<file path="src/rtl/lsu_dmem_if_if.sv">
// Bundle of pipeline request/response and data-memory signals for lsu_dmem_if.
// slave is the LSU view; master is the pipeline/memory-side view.
interface lsu_dmem_if_if;
    logic        req_valid;
    logic        req_ready;
    logic        req_store;
    logic [1:0]  req_size;
    logic        req_unsigned;
    logic [31:0] req_addr;
    logic [31:0] req_wdata;
    logic        rsp_valid;
    logic        rsp_ready;
    logic [31:0] rsp_data;
    logic        rsp_err;
    logic [31:0] mem_addr;
    logic [3:0]  mem_we;
    logic [31:0] mem_wdata;
    logic [31:0] mem_rdata;

    modport slave (
        input  req_valid, req_store, req_size, req_unsigned, req_addr, req_wdata,
        input  rsp_ready, mem_rdata,
        output req_ready, rsp_valid, rsp_data, rsp_err, mem_addr, mem_we, mem_wdata
    );

    modport master (
        output req_valid, req_store, req_size, req_unsigned, req_addr, req_wdata,
        output rsp_ready, mem_rdata,
        input  req_ready, rsp_valid, rsp_data, rsp_err, mem_addr, mem_we, mem_wdata
    );
endinterface

</file>
<file path="src/rtl/lsu_dmem_if.sv">
// Load/store unit front end: accepts one request, performs a single memory access
// cycle with byte-lane enables, and returns an extended load word or an error flag.
module lsu_dmem_if #(
    parameter int unsigned MEM_BYTES = 131072
) (
    input  logic          clk,
    input  logic          rstd,
    lsu_dmem_if_if.slave  bus
);

    typedef enum logic [1:0] {IDLE, ACCESS, RESP} state_t;

    state_t      state;
    logic        store_q;
    logic [1:0]  size_q;
    logic        uns_q;
    logic        err_q;

    logic        req_err;
    logic [3:0]  we_mask;
    logic [7:0]  ld_b;
    logic [15:0] ld_h;
    logic [31:0] ld_data;

    always_comb begin
        req_err = 1'b0;
        we_mask = '0;
        case (bus.req_size)
            2'd0: we_mask = 4'b0001 << bus.req_addr[1:0];
            2'd1: begin
                req_err = bus.req_addr[0];
                we_mask = bus.req_addr[1] ? 4'b1100 : 4'b0011;
            end
            2'd2: begin
                req_err = |bus.req_addr[1:0];
                we_mask = 4'b1111;
            end
            default: req_err = 1'b1;
        endcase
        if (bus.req_addr >= MEM_BYTES) req_err = 1'b1;
    end

    // Lane selection uses the latched address, which mem_addr holds during ACCESS.
    always_comb begin
        ld_b    = bus.mem_rdata[{bus.mem_addr[1:0], 3'b000} +: 8];
        ld_h    = bus.mem_rdata[{bus.mem_addr[1], 4'b0000} +: 16];
        ld_data = bus.mem_rdata;
        case (size_q)
            2'd0:    ld_data = uns_q ? {24'b0, ld_b} : {{24{ld_b[7]}}, ld_b};
            2'd1:    ld_data = uns_q ? {16'b0, ld_h} : {{16{ld_h[15]}}, ld_h};
            default: ld_data = bus.mem_rdata;
        endcase
    end

    always_ff @(posedge clk or negedge rstd) begin
        if (!rstd) begin
            state         <= IDLE;
            store_q       <= 1'b0;
            size_q        <= '0;
            uns_q         <= 1'b0;
            err_q         <= 1'b0;
            bus.req_ready <= 1'b1;
            bus.rsp_valid <= 1'b0;
            bus.rsp_err   <= 1'b0;
            bus.rsp_data  <= '0;
            bus.mem_we    <= '0;
            bus.mem_addr  <= '0;
            bus.mem_wdata <= '0;
        end else begin
            case (state)
                IDLE: begin
                    if (bus.req_valid) begin
                        state         <= ACCESS;
                        store_q       <= bus.req_store;
                        size_q        <= bus.req_size;
                        uns_q         <= bus.req_unsigned;
                        err_q         <= req_err;
                        bus.req_ready <= 1'b0;
                        bus.mem_addr  <= bus.req_addr;
                        bus.mem_wdata <= bus.req_wdata;
                        bus.mem_we    <= (bus.req_store && !req_err) ? we_mask : 4'b0000;
                    end
                end
                ACCESS: begin
                    state         <= RESP;
                    bus.mem_we    <= '0;
                    bus.rsp_valid <= 1'b1;
                    bus.rsp_err   <= err_q;
                    bus.rsp_data  <= (store_q || err_q) ? 32'h0 : ld_data;
                end
                RESP: begin
                    if (bus.rsp_ready) begin
                        state         <= IDLE;
                        bus.rsp_valid <= 1'b0;
                        bus.req_ready <= 1'b1;
                    end
                end
                default: state <= IDLE;
            endcase
        end
    end

endmodule

</file>
<file path="src/flat_wrapper.sv">
// flat-port wrapper written by rule: the top's interface ports become plain ports
module lsu_dmem_if_flat 
#(
    parameter int unsigned MEM_BYTES = 131072
)
  (clk, rstd, bus_req_valid, bus_req_store, bus_req_size, bus_req_unsigned, bus_req_addr, bus_req_wdata, bus_rsp_ready, bus_mem_rdata, bus_req_ready, bus_rsp_valid, bus_rsp_data, bus_rsp_err, bus_mem_addr, bus_mem_we, bus_mem_wdata);
  lsu_dmem_if_if bus_i ();
  input  logic clk;
  input  logic rstd;
  input wire logic [$bits(bus_i.req_valid)-1:0] bus_req_valid;
  input wire logic [$bits(bus_i.req_store)-1:0] bus_req_store;
  input wire logic [$bits(bus_i.req_size)-1:0] bus_req_size;
  input wire logic [$bits(bus_i.req_unsigned)-1:0] bus_req_unsigned;
  input wire logic [$bits(bus_i.req_addr)-1:0] bus_req_addr;
  input wire logic [$bits(bus_i.req_wdata)-1:0] bus_req_wdata;
  input wire logic [$bits(bus_i.rsp_ready)-1:0] bus_rsp_ready;
  input wire logic [$bits(bus_i.mem_rdata)-1:0] bus_mem_rdata;
  output wire logic [$bits(bus_i.req_ready)-1:0] bus_req_ready;
  output wire logic [$bits(bus_i.rsp_valid)-1:0] bus_rsp_valid;
  output wire logic [$bits(bus_i.rsp_data)-1:0] bus_rsp_data;
  output wire logic [$bits(bus_i.rsp_err)-1:0] bus_rsp_err;
  output wire logic [$bits(bus_i.mem_addr)-1:0] bus_mem_addr;
  output wire logic [$bits(bus_i.mem_we)-1:0] bus_mem_we;
  output wire logic [$bits(bus_i.mem_wdata)-1:0] bus_mem_wdata;
  assign bus_i.req_valid = bus_req_valid;
  assign bus_i.req_store = bus_req_store;
  assign bus_i.req_size = bus_req_size;
  assign bus_i.req_unsigned = bus_req_unsigned;
  assign bus_i.req_addr = bus_req_addr;
  assign bus_i.req_wdata = bus_req_wdata;
  assign bus_i.rsp_ready = bus_rsp_ready;
  assign bus_i.mem_rdata = bus_mem_rdata;
  assign bus_req_ready = bus_i.req_ready;
  assign bus_rsp_valid = bus_i.rsp_valid;
  assign bus_rsp_data = bus_i.rsp_data;
  assign bus_rsp_err = bus_i.rsp_err;
  assign bus_mem_addr = bus_i.mem_addr;
  assign bus_mem_we = bus_i.mem_we;
  assign bus_mem_wdata = bus_i.mem_wdata;
  lsu_dmem_if #(.MEM_BYTES(MEM_BYTES)) u_core (.clk(clk), .rstd(rstd), .bus(bus_i));
endmodule
</file>
<file path="config.mk">
export PLATFORM = sky130hd
export DESIGN_NAME = lsu_dmem_if_flat
export DESIGN_NICKNAME = d
export VERILOG_FILES = /design/src/rtl/lsu_dmem_if_if.sv /design/src/rtl/lsu_dmem_if.sv /design/src/flat_wrapper.sv
export SDC_FILE = /design/constraint.sdc
export NUM_CORES = 1
export LEC_CHECK = 0
export ABC_AREA = 1
export CAP_MARGIN = 20
export CORE_AREA = 2 2 130 107
export DETAILED_ROUTE_END_ITERATION = 12
export DIE_AREA = 0 0 132 109
export PLACE_DENSITY_LB_ADDON = 0.1
export SYNTH_ARGS = -nofsm -noshare
export SYNTH_HDL_FRONTEND = slang
export SYNTH_SLANG_ARGS = --single-unit
</file>
<file path="constraint.sdc">
create_clock -name clk -period 1.35 [get_ports clk]
set_input_delay 0.27 -clock clk [delete_from_list [all_inputs] [get_ports clk]]
set_output_delay 0.27 -clock clk [all_outputs]
set_load 0.03 [all_outputs]
</file>
# Word level (Yosys, flattened, before mapping)
# Index checks and enable logic that the tools add are counted.
dict set report totals {
  latch_bits 0
  mem_count 0
  input_bits 104
  wordCells 57
  reg_bits 110
  out_inout_bits 103
  mem_bits_ro 0
  mem_bits_rw 0
}
dict set report op_classes {
  n_div 0
  mux 19
  n_mul 0
  add_sub_neg 0
  n_bitwise 0
  eq_ne 7
  shift 3
  order_cmp 1
  reduce_logical 15
}
# op n
set ops {}
lappend ops {{$mux W32} 3}
lappend ops {{$pmux W32 S2} 1}
lappend ops {{$ge A32 B18 Y1 const B} 1}
lappend ops {{$shiftx A32 B6 Y16} 1}
lappend ops {{$shiftx A32 B6 Y8} 1}
lappend ops {{$mux W4} 3}
lappend ops {{$pmux W4 S3} 1}
lappend ops {{$pmux W4 S2} 1}
lappend ops {{$reduce_and A2 Y1} 4}
lappend ops {{$eq A2 B1 Y1 const B} 3}
lappend ops {{$logic_not A2 Y1} 3}
lappend ops {{$pmux W2 S3} 1}
lappend ops {{$reduce_bool A2 Y1} 3}
lappend ops {{$eq A2 B2 Y1 const B} 2}
lappend ops {{$mux W1} 4}
lappend ops {{$mux W2} 2}
lappend ops {{$ne A2 B2 Y1 const B} 2}
lappend ops {{$pmux W1 S2} 2}
lappend ops {{$shl A1 B2 Y4 const A} 1}
lappend ops {{$pmux W1 S3} 1}
lappend ops {{$reduce_and A3 Y1} 1}
lappend ops {{$reduce_or A2 Y1} 1}
lappend ops {{$logic_and A1 B1 Y1} 1}
lappend ops {{$logic_not A1 Y1} 1}
lappend ops {{$logic_or A1 B1 Y1} 1}

# Depth between registers and ports, before layout
# Gate-level depths: netlist of run 1.
dict set report depth {
  depth_word 8
  depth_mapped 11
  mapped_depth_nobuf 9
}

# Least setup slack after synthesis of run 1
# Ideal clock, no wire load.
dict set report synth_path {
  path_type {register -> register}
  from {reg u_core.bus.mem_addr[1]}
  to {reg u_core.bus.rsp_data[22]}
  path_slack_ns -0.188
  arrival_ns 1.421
  stages_incl_launch_ff 12
  path_buffers 2
  setup_time_ns 0.117
  cell_sequence {dfrtp_1 > buf_6 > inv_4 > nand2_1 > nand2_1 > nand2_2 > nand2_2 > nand2_4 > nand3_4 > buf_12 > nand2_2 > nand2_1}
}
dict set report synth_between {
  elab_chain_cells 4
}
# item line_no
set synth_rtl {}
lappend synth_rtl {{from (decl)} lsu_dmem_if_if.sv:23} ;# output req_ready, rsp_valid, rsp_data, rsp_err, mem_addr, mem_we, mem_wdata
lappend synth_rtl {{from (signal assigned)} lsu_dmem_if.sv:79} ;# bus.mem_addr <= bus.req_addr;
lappend synth_rtl {{$shiftx A32 B6 Y16 / $shiftx A32 B6 Y8 (equally long branches)} {lsu_dmem_if.sv:46, lsu_dmem_if.sv:45}}
lappend synth_rtl {{$mux W32 (on tied branches)} {lsu_dmem_if.sv:50, lsu_dmem_if.sv:49}}
lappend synth_rtl {{$pmux W32 S2 *} lsu_dmem_if.sv:48} ;# case (size_q)
lappend synth_rtl {{$mux W32 *} lsu_dmem_if.sv:89} ;# bus.rsp_data <= (store_q || err_q) ? 32'h0 : ld_data;
lappend synth_rtl {{to (signal assigned)} lsu_dmem_if.sv:89}
lappend synth_rtl {{to (decl)} lsu_dmem_if_if.sv:23}
# Every way passes the cells marked *; elsewhere a longest branch is shown, timed or not.
# A chain may end at the register's enable or synchronous reset.

# Final worst setup path of run 1
dict set report layout_path {
  from {reg u_core.bus.mem_addr[1]}
  to {out bus_mem_addr[1]}
}
# item line_no
set layout_lines {}
lappend layout_lines {{to (decl)} flat_wrapper.sv:22} ;# output wire logic [$bits(bus_i.mem_addr)-1:0] bus_mem_addr;
# No word-level cell between the ends.

==> out/results.txt, run 1 <==
Crit path DAT = 1.14 ns
Drt pass-1 iters = 4
Num CTS Buffers = 9
Leak = 4.19 nW
Mux contribution to synthesized area = 0%
Max Clk Rate = 709 MHz
Setup ws final = -0.0604 ns
CP max-delay cell = dfrtp_2
Vias in the first global route = 5,246
Top cells by area, synth = dfrtp_1 54%, nand2_1 27%, nor2_1 3.9%
Flop pwr share = 29.8%
First-pass GRT wire length = 25,200 µm
GP Congestion = 0.843
H-tree Lvls = 3
Placement Setup Slack = -0.384 ns
Critical path fanouts, max = 8
Outcome = finished, violations left
Core area = 0.0132 mm²
Reg-to-Reg Start = u_core.bus.mem_addr[1]
Crit end category = primary output
Vias = 5,062
Most common cell on crit path = buf_6
Tightest Pin Transition = 0.372 ns
Finish-stage setup viols = 15
MaxCap Viol Count = 0
Initial antenna violation count = 0
Die footprint = 0.0144 mm²
Clock Pin Slew Worst Setup and Hold Paths = 0.07 ns
Clk buf depth = 2
Distinct cells, synth = 22
Adder-cell share of the synthesized area = 0%
Main combinational cell family by area after synthesis = simple AND/OR/NAND/NOR gates
Top FF cell, synth = dfrtp_1
Fin crit period = 1.41 ns
DP HPWL = 11,000 µm
Combinational Power Share = 55.6%
Failing checks = setup timing
Nets = 998
Wire per inst = 14.2 µm
Reg2reg setup slack = -0.05 ns
Synth Area in Simple Gates = 36.5%
Residual DRC = 0
Synth Area in Compound Gates = 3.54%
Synthesized Nets = 758
Switching share of power = 45.2%
Worst Setup SP = u_core.bus.mem_addr[1]
Setup CP Type = flop to primary output
Area Overhead vs Synth = 63.9%
Share of cells above drive strength 1 = 25.7%
Xor/xnor share of the synthesized area = 0%
RSZ-0062 raised after global routing = yes
Number of routed nets with antenna violations = 0
Cell Pwr Density = 2310 mW/mm²
Slew Limit Fails = 0
Routed Wire Length = 15,300 µm
TritonCTS clock tree = yes
Total grt overflow = 0
Initial Util = 38.1%
CP delay by family, top = flip-flops
I/O Buffers = 206
Largest net degree at the start of global routing = 44
I/O pin cnt = 207
Num rows = 38
Final total power = 19.0 mW
Clock power share = 14.7%
Post-Syn Area per Cell = 7.68 µm²
Via/cell ratio = 4.69
Register area share after synthesis = 54.8%
Post-Synthesis Cells = 654
Yosys synthesis warning count = 0
Most frequent cell after synthesis = nand2_1
Period utilization = 104%
Clk_lat worst skew = 0.36 ns
GRT Overall Usage = 22.0%
#FFs+latches synth = 110
Die Width = 132 µm
P_int = 10.4 mW
Async S/R FF share, synth = 100%
Startpoint types = flop
CP bufs+invs = 2
Slew margin rel. = 75.2%
Worst min path class = input pin to async pin
Final Skew = 0.00313 ns
Clock tree sinks = 110
Post-synth EDFFs = 0
Synthesized area = 0.00502 mm²
Most frequent cells after synthesis = 357 x nand2_1, 109 x dfrtp_1, 52 x nor2_1
DR iter-0 viols = 276
Crit-path max cell delay = 0.50 ns
Die Ht = 109 µm
Final hold violations = 0
Sw power = 8.61 mW
ANT cells = 0
Share of the synthesized area in the top cell type = 54.3%
CP cell instances = buf_6 -> buf_6
CP required = 1.08 ns
Peak supply drop = 1330 µV
Synth area leader = dfrtp_1
CTS Root Cell = clkbuf_16
==> registers in the layout, indices dropped and copies added (netlist names) <==
register	flops
u_core.err_q	1
u_core.state	2
u_core.bus.req_ready	1
u_core.bus.rsp_data	32
u_core.size_q	2
u_core.bus.mem_we	4
u_core.bus.mem_wdata	32
u_core.bus.rsp_err	1
u_core.bus.rsp_valid	1
u_core.bus.mem_addr	32
u_core.store_q	1
u_core.uns_q	1
==> cells in the final DEF (no fill, tap or decap), types with 3 or more instances in the layout <==
| cell | instances |
|---|---|
| nor2_1 | 49 |
| nor2_2 | 4 |
| inv_2 | 4 |
| buf_2 | 3 |
| nand3_1 | 15 |
| clkbuf_16 | 9 |
| buf_4 | 50 |
| clkdlybuf4s50_1 | 102 |
| nand2_1 | 343 |
| o21ai_0 | 16 |
| buf_12 | 13 |
| a21oi_1 | 8 |
| nand2_2 | 23 |
| clkdlybuf4s15_2 | 80 |
| inv_1 | 18 |
| buf_6 | 7 |
| nand2_4 | 7 |
| dfrtp_1 | 107 |
| nand3_2 | 9 |
| o21ai_1 | 5 |
==> area by class of cell <==
cell class                      instances  area [µm²]
Clock inverter                          4        52.6
Clock buffer                           12         256
Multi-Input combinational cell        492        2180
Tap cell                              180         225
Inverter                               25         104
Sequential cell                       110        2760
Fill cell                            1183        4940
Timing Repair Buffer                  256        2660
==> logic make-up (layout without fill, tap and decap cells) <==
logic type | count (synthesis) | after routing
AOI/OAI and AO/OA | 35 | 35
buffers and inverters | 54 | 297
DFF | 110 | 110
and+or+nand+nor | 455 | 457
==> metal layers <==
| layer | vias up | GRT usage (%) | routed length [µm] |
|---|---|---|---|
| met5 | - | 0 | 0 |
| met4 | 0 | 6.68 | 278 |
| met3 | 23 | 7.02 | 1190 |
| met2 | 174 | 37.4 | 7280 |
| met1 | 2389 | 27.1 | 6590 |
| li1 | 2476 | - | - |
==> what timing repair did <==
item / in CTS / in global routing
setup endpoints to repair: 174 / 102
pin swaps: 10 / 13
hold buffers: 1 / 0
gates resized for setup: 274 / 32
gates cloned: 2 / 0
setup buffers: 4 / 2
endpoints found under the hold margin: 10 / 0
==> power groups by stage <==
stage                     clock network, mW  logic [mW]  registers [mW]
after floorplan                           0        3.36            8.13
after CTS                              2.86        10.5            5.67
final                                  2.79        10.6            5.66
after global routing                   2.97        11.4            5.85
after global placement                    0        10.3            5.64
after detailed placement                  0        10.4            5.66
==> per-stage QoR <==
stage	instances	hold WS, ns	cell area, µm²	util, %	setup TNS [ns]
2_1_floorplan	654	-0.0256	5030	-	-0.895
3_3_place_gp	1054	0.137	7590	57.7	-8.34
3_5_place_dp	1054	0.139	7590	57.7	-11.18
4_1_cts	1077	0.294	8160	62.0	-0.144
6_report	1079	0.307	8230	62.5	-0.372
5_1_grt	1079	0.314	8230	62.5	-5.41
==> path summary, 6_finish.rpt <==
| path | end | cells after the start |
|---|---|---|
| min in group clk | u_core.bus.mem_wdata[2] | 3 |
| max in group asynchronous | u_core.bus.mem_addr[25] | 3 |
| worst min-delay path | u_core.bus.rsp_data[4] | 2 |
| worst max register to register | u_core.bus.rsp_data[13] | 10 |
| worst max-delay path | bus_mem_addr[1] | 2 |
| worst min register to register | u_core.bus.req_ready | 2 |
(Power assumes the default switching activity.)
==> inputs of run 2 (changes only) <==
--- a/config.mk
+++ b/config.mk
@@ -6,6 +6,7 @@
 export NUM_CORES = 1
 export LEC_CHECK = 0
 export ABC_AREA = 1
+export ABC_CLOCK_PERIOD_IN_PS = 1350
 export CAP_MARGIN = 20
 export CORE_AREA = 2 2 130 107
 export DETAILED_ROUTE_END_ITERATION = 12
==> results of run 2 <==
Same layout as run 1: the final DEF is identical, and so are final timing and power.
